File: config.mk
export PLATFORM = sky130hd
export DESIGN_NAME = ahb_copy_dma
export DESIGN_NICKNAME = d
export VERILOG_FILES = /design/src/rtl/ahb_copy_dma_pkg.sv /design/src/rtl/ahb_copy_dma_flopenr.sv /design/src/rtl/ahb_copy_dma.sv
export SDC_FILE = /design/constraint.sdc
export NUM_CORES = 1
export LEC_CHECK = 0
export ABC_AREA = 1
export CORE_ASPECT_RATIO = 1.1
export CORE_UTILIZATION = 50
export DETAILED_ROUTE_END_ITERATION = 8
export PLACE_DENSITY = 0.83
export SETUP_SLACK_MARGIN = 0.1
export SLEW_MARGIN = 20
export SYNTH_ARGS = -nofsm -noshare
export SYNTH_HDL_FRONTEND = slang
export SYNTH_SLANG_ARGS = --single-unit
File: constraint.sdc
create_clock -name HCLK -period 1.8 [get_ports HCLK]
set_input_delay 0.36 -clock HCLK [delete_from_list [all_inputs] [get_ports HCLK]]
set_output_delay 0.36 -clock HCLK [all_outputs]
set_load 0.05 [all_outputs]
File: src/rtl/ahb_copy_dma_pkg.sv
// -----------------------------------------------------------------------------
// ahb_copy_dma_pkg
//
// Shared definitions for the AHB-Lite copy DMA:
//   - cvw_t       : core configuration record (bus data width, physical
//                   address width) passed to the DMA as parameter P.
//   - CVW_RV64    : default configuration (64-bit data, 32-bit addresses).
//   - HTRANS_*    : AHB transfer-type encodings used by the manager.
//   - HBURST_SINGLE : the only burst type the DMA issues.
// -----------------------------------------------------------------------------
package ahb_copy_dma_pkg;

    // Core configuration record. Field names follow the core's configuration
    // naming so that P.XLEN / P.PA_BITS read the same as in the rest of the core.
    typedef struct packed {
        int unsigned XLEN;     // data word width in bits
        int unsigned PA_BITS;  // physical address width in bits
    } cvw_t;

    localparam cvw_t CVW_RV64 = '{XLEN: 32'd64, PA_BITS: 32'd32};

    // AHB-Lite transfer types. BUSY and SEQ are never generated.
    localparam logic [1:0] HTRANS_IDLE   = 2'b00;
    localparam logic [1:0] HTRANS_NONSEQ = 2'b10;

    // AHB-Lite burst type: single transfers only.
    localparam logic [2:0] HBURST_SINGLE = 3'b000;

endpackage : ahb_copy_dma_pkg

File: src/rtl/ahb_copy_dma_flopenr.sv
// -----------------------------------------------------------------------------
// ahb_copy_dma_flopenr
//
// Enabled flop with asynchronous active-low clear. Used for the DMA's
// address, count and data-buffer registers.
//
// Ports:
//   clk    in   clock, rising edge
//   rst_n  in   asynchronous active-low clear (q <= 0)
//   en     in   load enable
//   d      in   next value, loaded when en=1
//   q      out  registered value
// -----------------------------------------------------------------------------
module ahb_copy_dma_flopenr #(
    parameter int WIDTH = 8
) (
    input  logic             clk,
    input  logic             rst_n,
    input  logic             en,
    input  logic [WIDTH-1:0] d,
    output logic [WIDTH-1:0] q
);

    // NOTE: sequential state always uses non-blocking assignment so every flop
    // samples pre-edge values, independent of block evaluation order.
    always_ff @(posedge clk or negedge rst_n) begin
        if (!rst_n) begin
            q <= '0;
        end else if (en) begin
            q <= d;
        end
    end

endmodule : ahb_copy_dma_flopenr

File: src/rtl/ahb_copy_dma.sv
// -----------------------------------------------------------------------------
// ahb_copy_dma
//
// AHB-Lite manager that copies WordCount XLEN-bit words from a source address
// range to a destination address range, one single-beat non-pipelined NONSEQ
// read followed by one NONSEQ write per word. Typical use is copying a boot
// image out of ROM into RAM under control of a boot sequencer.
//
// Parameters:
//   P         core configuration record (uses P.XLEN, P.PA_BITS)
//   LEN_BITS  width of WordCount; largest copy is 2^LEN_BITS-1 words
//
// Ports:
//   HCLK       in   bus clock
//   HRESETn    in   asynchronous active-low reset
//   Start      in   one-cycle copy request, only looked at while idle
//   SrcAddr    in   source byte address (sub-word bits ignored)
//   DstAddr    in   destination byte address (sub-word bits ignored)
//   WordCount  in   number of words to copy
//   Busy       out  copy in progress (cycle after accepted Start until Done)
//   Done       out  one-cycle completion pulse (success or error)
//   Error      out  sticky bus-error flag, cleared by the next accepted Start
//   HADDR      out  AHB address
//   HTRANS     out  AHB transfer type (IDLE / NONSEQ)
//   HWRITE     out  AHB write
//   HSIZE      out  AHB size, constant log2(XLEN/8)
//   HBURST     out  AHB burst, constant SINGLE
//   HWDATA     out  AHB write data
//   HRDATA     in   AHB read data
//   HREADY     in   AHB transfer ready
//   HRESP      in   AHB error response
//
// Per word with a zero-wait subordinate: RDA, RDD, WRA, WRD = 4 cycles. Each
// HREADY=0 cycle stretches the current phase by one cycle.
// -----------------------------------------------------------------------------
module ahb_copy_dma
    import ahb_copy_dma_pkg::*;
#(
    parameter cvw_t P        = CVW_RV64,
    parameter int   LEN_BITS = 16
) (
    input  logic                 HCLK,
    input  logic                 HRESETn,
    input  logic                 Start,
    input  logic [P.PA_BITS-1:0] SrcAddr,
    input  logic [P.PA_BITS-1:0] DstAddr,
    input  logic [LEN_BITS-1:0]  WordCount,
    output logic                 Busy,
    output logic                 Done,
    output logic                 Error,
    output logic [P.PA_BITS-1:0] HADDR,
    output logic [1:0]           HTRANS,
    output logic                 HWRITE,
    output logic [2:0]           HSIZE,
    output logic [2:0]           HBURST,
    output logic [P.XLEN-1:0]    HWDATA,
    input  logic [P.XLEN-1:0]    HRDATA,
    input  logic                 HREADY,
    input  logic                 HRESP
);

    localparam int XLEN    = P.XLEN;
    localparam int PA_BITS = P.PA_BITS;
    localparam int BYTES   = XLEN / 8;

    // Address step per word, and a mask that forces word alignment.
    localparam logic [PA_BITS-1:0] STEP       = PA_BITS'(BYTES);
    localparam logic [PA_BITS-1:0] ALIGN_MASK = ~PA_BITS'(BYTES - 1);

    typedef enum logic [2:0] {
        S_IDLE,  // waiting for Start
        S_RDA,   // read address phase
        S_RDD,   // read data phase
        S_WRA,   // write address phase
        S_WRD    // write data phase
    } state_t;

    state_t state;

    logic [PA_BITS-1:0]  src_q, dst_q;
    logic [PA_BITS-1:0]  src_d, dst_d;
    logic [PA_BITS-1:0]  src_next, dst_next;
    logic [PA_BITS-1:0]  src_start, dst_start;
    logic [LEN_BITS-1:0] cnt_q, cnt_d;
    logic [XLEN-1:0]     buf_q;

    logic start_go;   // Start accepted with a non-empty copy
    logic rd_ok;      // read data phase completes without error
    logic wr_ok;      // write data phase completes without error
    logic ptr_load;   // address/count registers load this cycle
    logic last_word;  // the word now being written is the final one

    // ------------------------------------------------------------------
    // Datapath control
    // ------------------------------------------------------------------
    assign start_go  = (state == S_IDLE) && Start && (WordCount != '0);
    assign rd_ok     = (state == S_RDD) && HREADY && !HRESP;
    assign wr_ok     = (state == S_WRD) && HREADY && !HRESP;
    assign ptr_load  = start_go || wr_ok;
    assign last_word = (cnt_q == LEN_BITS'(1));

    assign src_start = SrcAddr & ALIGN_MASK;
    assign dst_start = DstAddr & ALIGN_MASK;

    // Increments wrap naturally at the top of the physical address space.
    assign src_next  = src_q + STEP;
    assign dst_next  = dst_q + STEP;

    assign src_d = start_go ? src_start : src_next;
    assign dst_d = start_go ? dst_start : dst_next;
    assign cnt_d = start_go ? WordCount : (cnt_q - LEN_BITS'(1));

    ahb_copy_dma_flopenr #(.WIDTH(PA_BITS)) u_src_reg (
        .clk   (HCLK),
        .rst_n (HRESETn),
        .en    (ptr_load),
        .d     (src_d),
        .q     (src_q)
    );

    ahb_copy_dma_flopenr #(.WIDTH(PA_BITS)) u_dst_reg (
        .clk   (HCLK),
        .rst_n (HRESETn),
        .en    (ptr_load),
        .d     (dst_d),
        .q     (dst_q)
    );

    ahb_copy_dma_flopenr #(.WIDTH(LEN_BITS)) u_cnt_reg (
        .clk   (HCLK),
        .rst_n (HRESETn),
        .en    (ptr_load),
        .d     (cnt_d),
        .q     (cnt_q)
    );

    // NOTE: the one-word data buffer is a plain register, not a memory, and is
    // cleared on reset because it drives HWDATA, which must read 0 out of reset.
    // It only loads on an error-free read, so a failed read leaves it untouched.
    ahb_copy_dma_flopenr #(.WIDTH(XLEN)) u_buf_reg (
        .clk   (HCLK),
        .rst_n (HRESETn),
        .en    (rd_ok),
        .d     (HRDATA),
        .q     (buf_q)
    );

    // The buffer is stable from the end of the read data phase until the
    // next read completes, so it covers the whole write address/data phase.
    assign HWDATA = buf_q;
    assign HSIZE  = 3'($clog2(BYTES));
    assign HBURST = HBURST_SINGLE;

    // ------------------------------------------------------------------
    // Control FSM with registered bus and status outputs
    // ------------------------------------------------------------------
    always_ff @(posedge HCLK or negedge HRESETn) begin
        if (!HRESETn) begin
            state  <= S_IDLE;
            Busy   <= 1'b0;
            Done   <= 1'b0;
            Error  <= 1'b0;
            HTRANS <= HTRANS_IDLE;
            HWRITE <= 1'b0;
            HADDR  <= '0;
        end else begin
            Done <= 1'b0;

            case (state)
                S_IDLE: begin
                    if (Start) begin
                        Error <= 1'b0;
                        if (WordCount != '0) begin
                            state  <= S_RDA;
                            Busy   <= 1'b1;
                            HTRANS <= HTRANS_NONSEQ;
                            HWRITE <= 1'b0;
                            HADDR  <= src_start;
                        end else begin
                            // Empty copy: acknowledge without touching the bus.
                            Done <= 1'b1;
                        end
                    end
                end

                S_RDA: begin
                    // Address-phase outputs hold until the subordinate accepts.
                    if (HREADY) begin
                        state  <= S_RDD;
                        HTRANS <= HTRANS_IDLE;
                    end
                end

                S_RDD: begin
                    // HRESP=1 with HREADY=0 is the first error cycle: keep waiting.
                    if (HREADY) begin
                        if (HRESP) begin
                            state  <= S_IDLE;
                            Busy   <= 1'b0;
                            Done   <= 1'b1;
                            Error  <= 1'b1;
                        end else begin
                            state  <= S_WRA;
                            HTRANS <= HTRANS_NONSEQ;
                            HWRITE <= 1'b1;
                            HADDR  <= dst_q;
                        end
                    end
                end

                S_WRA: begin
                    if (HREADY) begin
                        state  <= S_WRD;
                        HTRANS <= HTRANS_IDLE;
                    end
                end

                S_WRD: begin
                    if (HREADY) begin
                        if (HRESP) begin
                            state  <= S_IDLE;
                            Busy   <= 1'b0;
                            Done   <= 1'b1;
                            Error  <= 1'b1;
                            HWRITE <= 1'b0;
                        end else if (last_word) begin
                            state  <= S_IDLE;
                            Busy   <= 1'b0;
                            Done   <= 1'b1;
                            HWRITE <= 1'b0;
                        end else begin
                            // src_q advances on this same edge; present the
                            // incremented value directly as the next read address.
                            state  <= S_RDA;
                            HTRANS <= HTRANS_NONSEQ;
                            HWRITE <= 1'b0;
                            HADDR  <= src_next;
                        end
                    end
                end

                default: begin
                    state  <= S_IDLE;
                    Busy   <= 1'b0;
                    HTRANS <= HTRANS_IDLE;
                    HWRITE <= 1'b0;
                end
            endcase
        end
    end

endmodule : ahb_copy_dma

Yosys cells after proc, flatten, opt, wreduce, memory -nomap -nowiden
Index checks and enable logic that the tools add are counted.
- register bits: 185
- bits in latches: 0
- RAM bits: 0
- bits in read-only memories: 0
- memories kept: 0
- add/subtract/negate cells: 3
- multipliers: 0
- div/mod/pow operators: 0
- $lt $le $gt $ge: 0
- eq/ne operators: 19
- shift-type cells: 0
- mux-type cells: 56
- bitwise logic cells: 1
- reduce and logical (&&, ||, !) cells: 20
- operators by type and width (kind ; number):
    $mux W32 ; 9
    $pmux W32 S3 ; 1
    $add A32 B4 Y32 const B ; 2
    $mux W1 ; 24
    $mux W2 ; 9
    $mux W3 ; 6
    $ne A2 B2 Y1 const B ; 9
    $eq A16 B1 Y1 const B ; 1
    $mux W16 ; 1
    $reduce_and A8 Y1 ; 2
    $reduce_bool A16 Y1 ; 1
    $sub A16 B1 Y16 const B ; 1
    $pmux W3 S5 ; 1
    $reduce_and A6 Y1 ; 2
    $ne A2 B1 Y1 const B ; 4
    $pmux W1 S4 ; 2
    $pmux W2 S4 ; 1
    $reduce_and A7 Y1 ; 1
    $eq A3 B2 Y1 const B ; 2
    $logic_and A1 B1 Y1 ; 6
    $reduce_and A4 Y1 ; 1
    $reduce_or A2 Y1 ; 2
    $eq A3 B1 Y1 const B ; 1
    $eq A3 B3 Y1 const B ; 1
    9 further kinds ; 9

Logic depth before layout (Yosys ltp)
- word-level depth: 5
- depth in mapped cells: 12
- gate-level depth less buffers: 12

Hierarchy
From an unflattened synthesis, not the netlist that was laid out.
- cells, all modules: 1544
- area, all modules: 10887.9 µm²
- by module, submodules not included (module ; times used ; cells each ; area each (µm²) ; seq. area each (µm²)):
    ahb_copy_dma ; 1 ; 934 ; 5212.5 ; 1001.0
    ahb_copy_dma_flopenr at u_dst_reg ... ; 2 ; 136 ; 1292.5 ; 800.8
    ahb_copy_dma_flopenr at u_buf_reg ; 1 ; 270 ; 2446.1 ; 1601.5
    ahb_copy_dma_flopenr at u_cnt_reg ; 1 ; 68 ; 644.4 ; 400.4

Least setup slack after synthesis
No wires, ideal clock.
- kind: reg2reg
- start: reg u_dst_reg.q[3]
- end: reg u_dst_reg.q[31]
- data arrival time: 1.534 ns
- setup slack: 0.150 ns
- stages on the path, launching flop included: 10
- path buffers: 0
- clock period less this slack: 1.650 ns
- cell sequence: dfrtp_1 -> ha_1 -> nand3_1 -> nor3_1 -> nand2_1 -> inv_1 -> nand2_1 -> xor2_1 -> nand2_1 -> nand2_1
- longest elaborated chain between the ends: 2
- ends and longest elaborated chain (item ; line ; RTL):
    start: declaration ; ahb_copy_dma_flopenr.sv:21 ; output logic [WIDTH-1:0] q
    start signal: assignment ; ahb_copy_dma_flopenr.sv:28 ; q <= '0;
    start signal: assignment ; ahb_copy_dma_flopenr.sv:30 ; q <= d;
    $add A32 B4 Y32 ; ahb_copy_dma.sv:107 ; assign dst_next = dst_q + STEP;
    $mux W32 ; ahb_copy_dma.sv:110 ; assign dst_d = start_go ? dst_start : dst_next;
Every way passes these cells.
A chain may end at the register's enable or synchronous reset.

Final worst setup path
- start: reg u_src_reg.q[3]
- end: reg HADDR[17]
- longest elaborated chain between the ends: 5
- ends and longest elaborated chain (item ; line ; RTL):
    start: declaration ; ahb_copy_dma_flopenr.sv:21 ;
    start signal: assignment ; ahb_copy_dma_flopenr.sv:28 ;
    start signal: assignment ; ahb_copy_dma_flopenr.sv:30 ;
    $add A32 B4 Y32 ; ahb_copy_dma.sv:106 ; assign src_next = src_q + STEP;
    $mux W32 ; ahb_copy_dma.sv:226 ; end else if (last_word) begin
    $mux W32 ; ahb_copy_dma.sv:220 ; if (HRESP) begin
    $mux W32 ; ahb_copy_dma.sv:219 ; if (HREADY) begin
    $pmux W32 S3 ; ahb_copy_dma.sv:169 ; case (state)
    end signal: assignment ; ahb_copy_dma.sv:178 ; HADDR <= src_start;
    end signal: assignment ; ahb_copy_dma.sv:206 ; HADDR <= dst_q;
    end signal: assignment ; ahb_copy_dma.sv:237 ; HADDR <= src_next;
    end: declaration ; ahb_copy_dma.sv:51 ; output logic [P.PA_BITS-1:0] HADDR,
Every way passes these cells. The select of a mux whose other input is x is not followed.

==> results.toml <==
[run_status]
status = "completed"

[floorplanning]
start_util_pct = 51.2
boundaryPins = 257
die_x_um = 136
die-area_sq_um = 20300
core-area_sq_um = 19200
die_h_um = 149
row_count = 53

[timing]
finClkSkew_ns = 0.0103
setup_violations = 0
rsz0062_at_grt = "true"
hold_slack_ns = 0.349
max_freq_mhz = 589
fin_crit_ns = 1.70
fin_crit_sh_pct = 94.4
drv_slew = 0
finalSetupTns_ns = 0
hold_viol = 0

[critical_path]
r2r_slack_ns = 0.10
worstPathRequired_ns = 2.12
arrival_ns = 2.02
reg2reg_to = "HADDR[17]"
crit_path_top_delay_cell = "dfrtp_1"
reg2reg_depth = 11
path_buf_inv = 1
cp_common_cell = "nand2_1"
cp_max_fo = 5
start_kind = "flip-flop"
cpPeakStageDelay_ns = 0.37
worstSetupPathType = "reg2reg"
critPathTopFamily = "simple AND/OR/NAND/NOR gates"
cp-end-kind = "flip-flop"
timing.rr.start = "u_src_reg.q[3]"
crit_path_cell_trace = "buf_6, ha_4, nand2_4, nor2_4, nand2_4, nor2_4, nand2_1, nand3_1, nand3_2, nand2_1, nand2_1"

[grt]
grt_pass1_vias = 9960
grt_remaining_overflow = 0
track_usage_pct = 32.5
antenna_found_initial = 0
grt_max_degree = 78
grt_pass1_wl_mm = 50.4

[power]
swShare_pct = 49.4
p_clk_share_pct = 14.4
p_sw_mw = 13.1
p_per_area_nw_per_um2 = 1880
power_frac_comb_pct = 57.5
ir_drop_mv = 1.23
cell_internal_pwr_mw = 13.5
p_leak_nw = 6.62
p_total_mw = 26.6
p_seq_share_pct = 28.2

[clock_network]
path_clk_slew_ns = 0.08
clk_latency_ns = 0.44
clock_path_buffers = 2
cts_buffers = 17
tritoncts_num_sinks = 176
cts_max_level = 4
clockRootBuffer = "clkbuf_16"
tritoncts = "yes"

[cells_and_area]
area_delta_synth_final_pct = 43.8
final_core_util_pct = 73.6
fin_nets = 1729
final_cells = 1836
drive_gt1_share_pct = 25.6
diodes = 0
fillers = 1398

[routing]
drc = 0
routedWlPerCell_um = 18.0
drt_iter0_markers = 959
ant_nets = 0
firstDrtPassIters = 6
wl_mm = 33.0
vias = 10151
via_per_inst = 5.53

[logic_synthesis]
synth.most_common_cell = "nand2_1"
syn-cell-area_sq_um = 9850
synth_largest_area_cell = "dfrtp_1"
ys.flop_type = "dfrtp_1"
synth_area_leaders = "dfrtp_1 45%, nand2_1 13%, nand3_1 9.0%"
synth_cells = 1249
synth_top_area_share_pct = 44.7
yosysWarningCount = 0
yosysUniqueCellTypes = 37
netlist_top_cells_count = "330 x nand2_1, 177 x nand3_1, 176 x dfrtp_1, 131 x nor2_1, 120 x inv_1"
async_flop_share_pct = 100
yosysSeqAreaShare_pct = 44.7
synth_seq_cells = 176
syn_area_per_cell_sq_um = 7.88
synth_edf_count = 0

[flow_run]
maxCapViolations = 0

[placed_design]
dp_hpwl_mm = 24.4
globalplace.congestion = 1.00
placed_cells = 1795
port_buffers = 243

[worst_hold_path]
worst_hold_path_type = "in2async"
[cells in the final DEF (no fill, tap or decap), drive strengths merged, types with 4 or more instances in the layout]
cell           instances
buf                  216
ha                     4
o211ai                33
xor2                  19
and2                   5
nor2                 136
inv                  134
conb                   7
nand4                  6
mux2                  64
o22ai                 12
clkbuf                20
o21ai                 37
nand2                334
clkinv                 7
xnor2                  8
o221ai                12
dfrtp                176
nand3                178
clkdlybuf4s50        141
a21oi                 16
nor3                  12
o21bai                 4
[power by group through the flow]
stage	logic [mW]	registers [mW]	clock network [mW]
global placement	13.9	7.30	0
global route	16.2	7.71	4.00
CTS	14.4	7.36	3.84
finish	15.3	7.48	3.82
detailed placement	14.2	7.40	0
floorplan	5.54	10.9	0
[final cells by class]
cell class                      instances  area [sq um]  area share (%)
Clock inverter                         14           170            1.20
Timing Repair inverter                  1          8.76          0.0618
Tap cell                              247           309            2.18
Inverter                              127           494            3.49
Clock buffer                           18           439            3.10
Multi-Input combinational cell        893          5000            35.3
Timing Repair Buffer                  360          3330            23.5
Sequential cell                       176          4410            31.1
[metrics by stage]
stage | worst slack (ns) | area (sq um)
after floorplan | 0.150 | 9860
after global placement | -0.352 | 13000
after detailed placement | -0.412 | 13000
after CTS | 0.0390 | 13700
after global routing | 0.0263 | 14200
final | 0.101 | 14200
[what timing repair did]
action | in CTS | in global routing
endpoints found under the hold margin | 17 | 0
setup endpoints to repair | 36 | 93
buffers inserted | 0 | 5
resized for setup | 13 | 115
pin swaps | 0 | 24
hold buffers | 1 | 0
gates cloned | 0 | 3
[layer usage]
layer,wire (um),GRT usage [%],vias up
li1,-,-,4744
met1,12300,38.5,4760
met2,16300,54.1,519
met3,2320,6.05,128
met4,2130,21.0,0
met5,0,0,-
[how the worst max path moves through the flow]
stage                    from               to  cells past startpoint
2_1_floorplan  u_dst_reg.q[3]  u_dst_reg.q[31]                      9
3_3_place_gp     WordCount[5]        HADDR[18]                     12
3_5_place_dp     WordCount[5]        HADDR[19]                     12
4_1_cts        u_dst_reg.q[3]  u_dst_reg.q[26]                     10
5_1_grt        u_src_reg.q[7]        HADDR[18]                      7
6_report       u_src_reg.q[3]        HADDR[17]                     11
[flip-flops by register name (all words and copies together), names as in the netlist]
register and cells:
Busy 1, Done 1, Error 1, HADDR 30
HTRANS 1, HWRITE 1, state 3, u_buf_reg.q 64
u_cnt_reg.q 16, u_dst_reg.q 29, u_src_reg.q 29
[logic make-up after synthesis]
group | synth area share (%)
multiplexers | 7.32
adder cells (fa/ha/maj) | 0.508
AO/OA/AOI/OAI | 7.76
other | 0.0763
flip-flops | 44.7
AND/OR/NAND/NOR | 28.8
XOR/XNOR | 2.40
buffers and inverters | 8.41
Note: power is estimated with default switching activity, not from simulation.
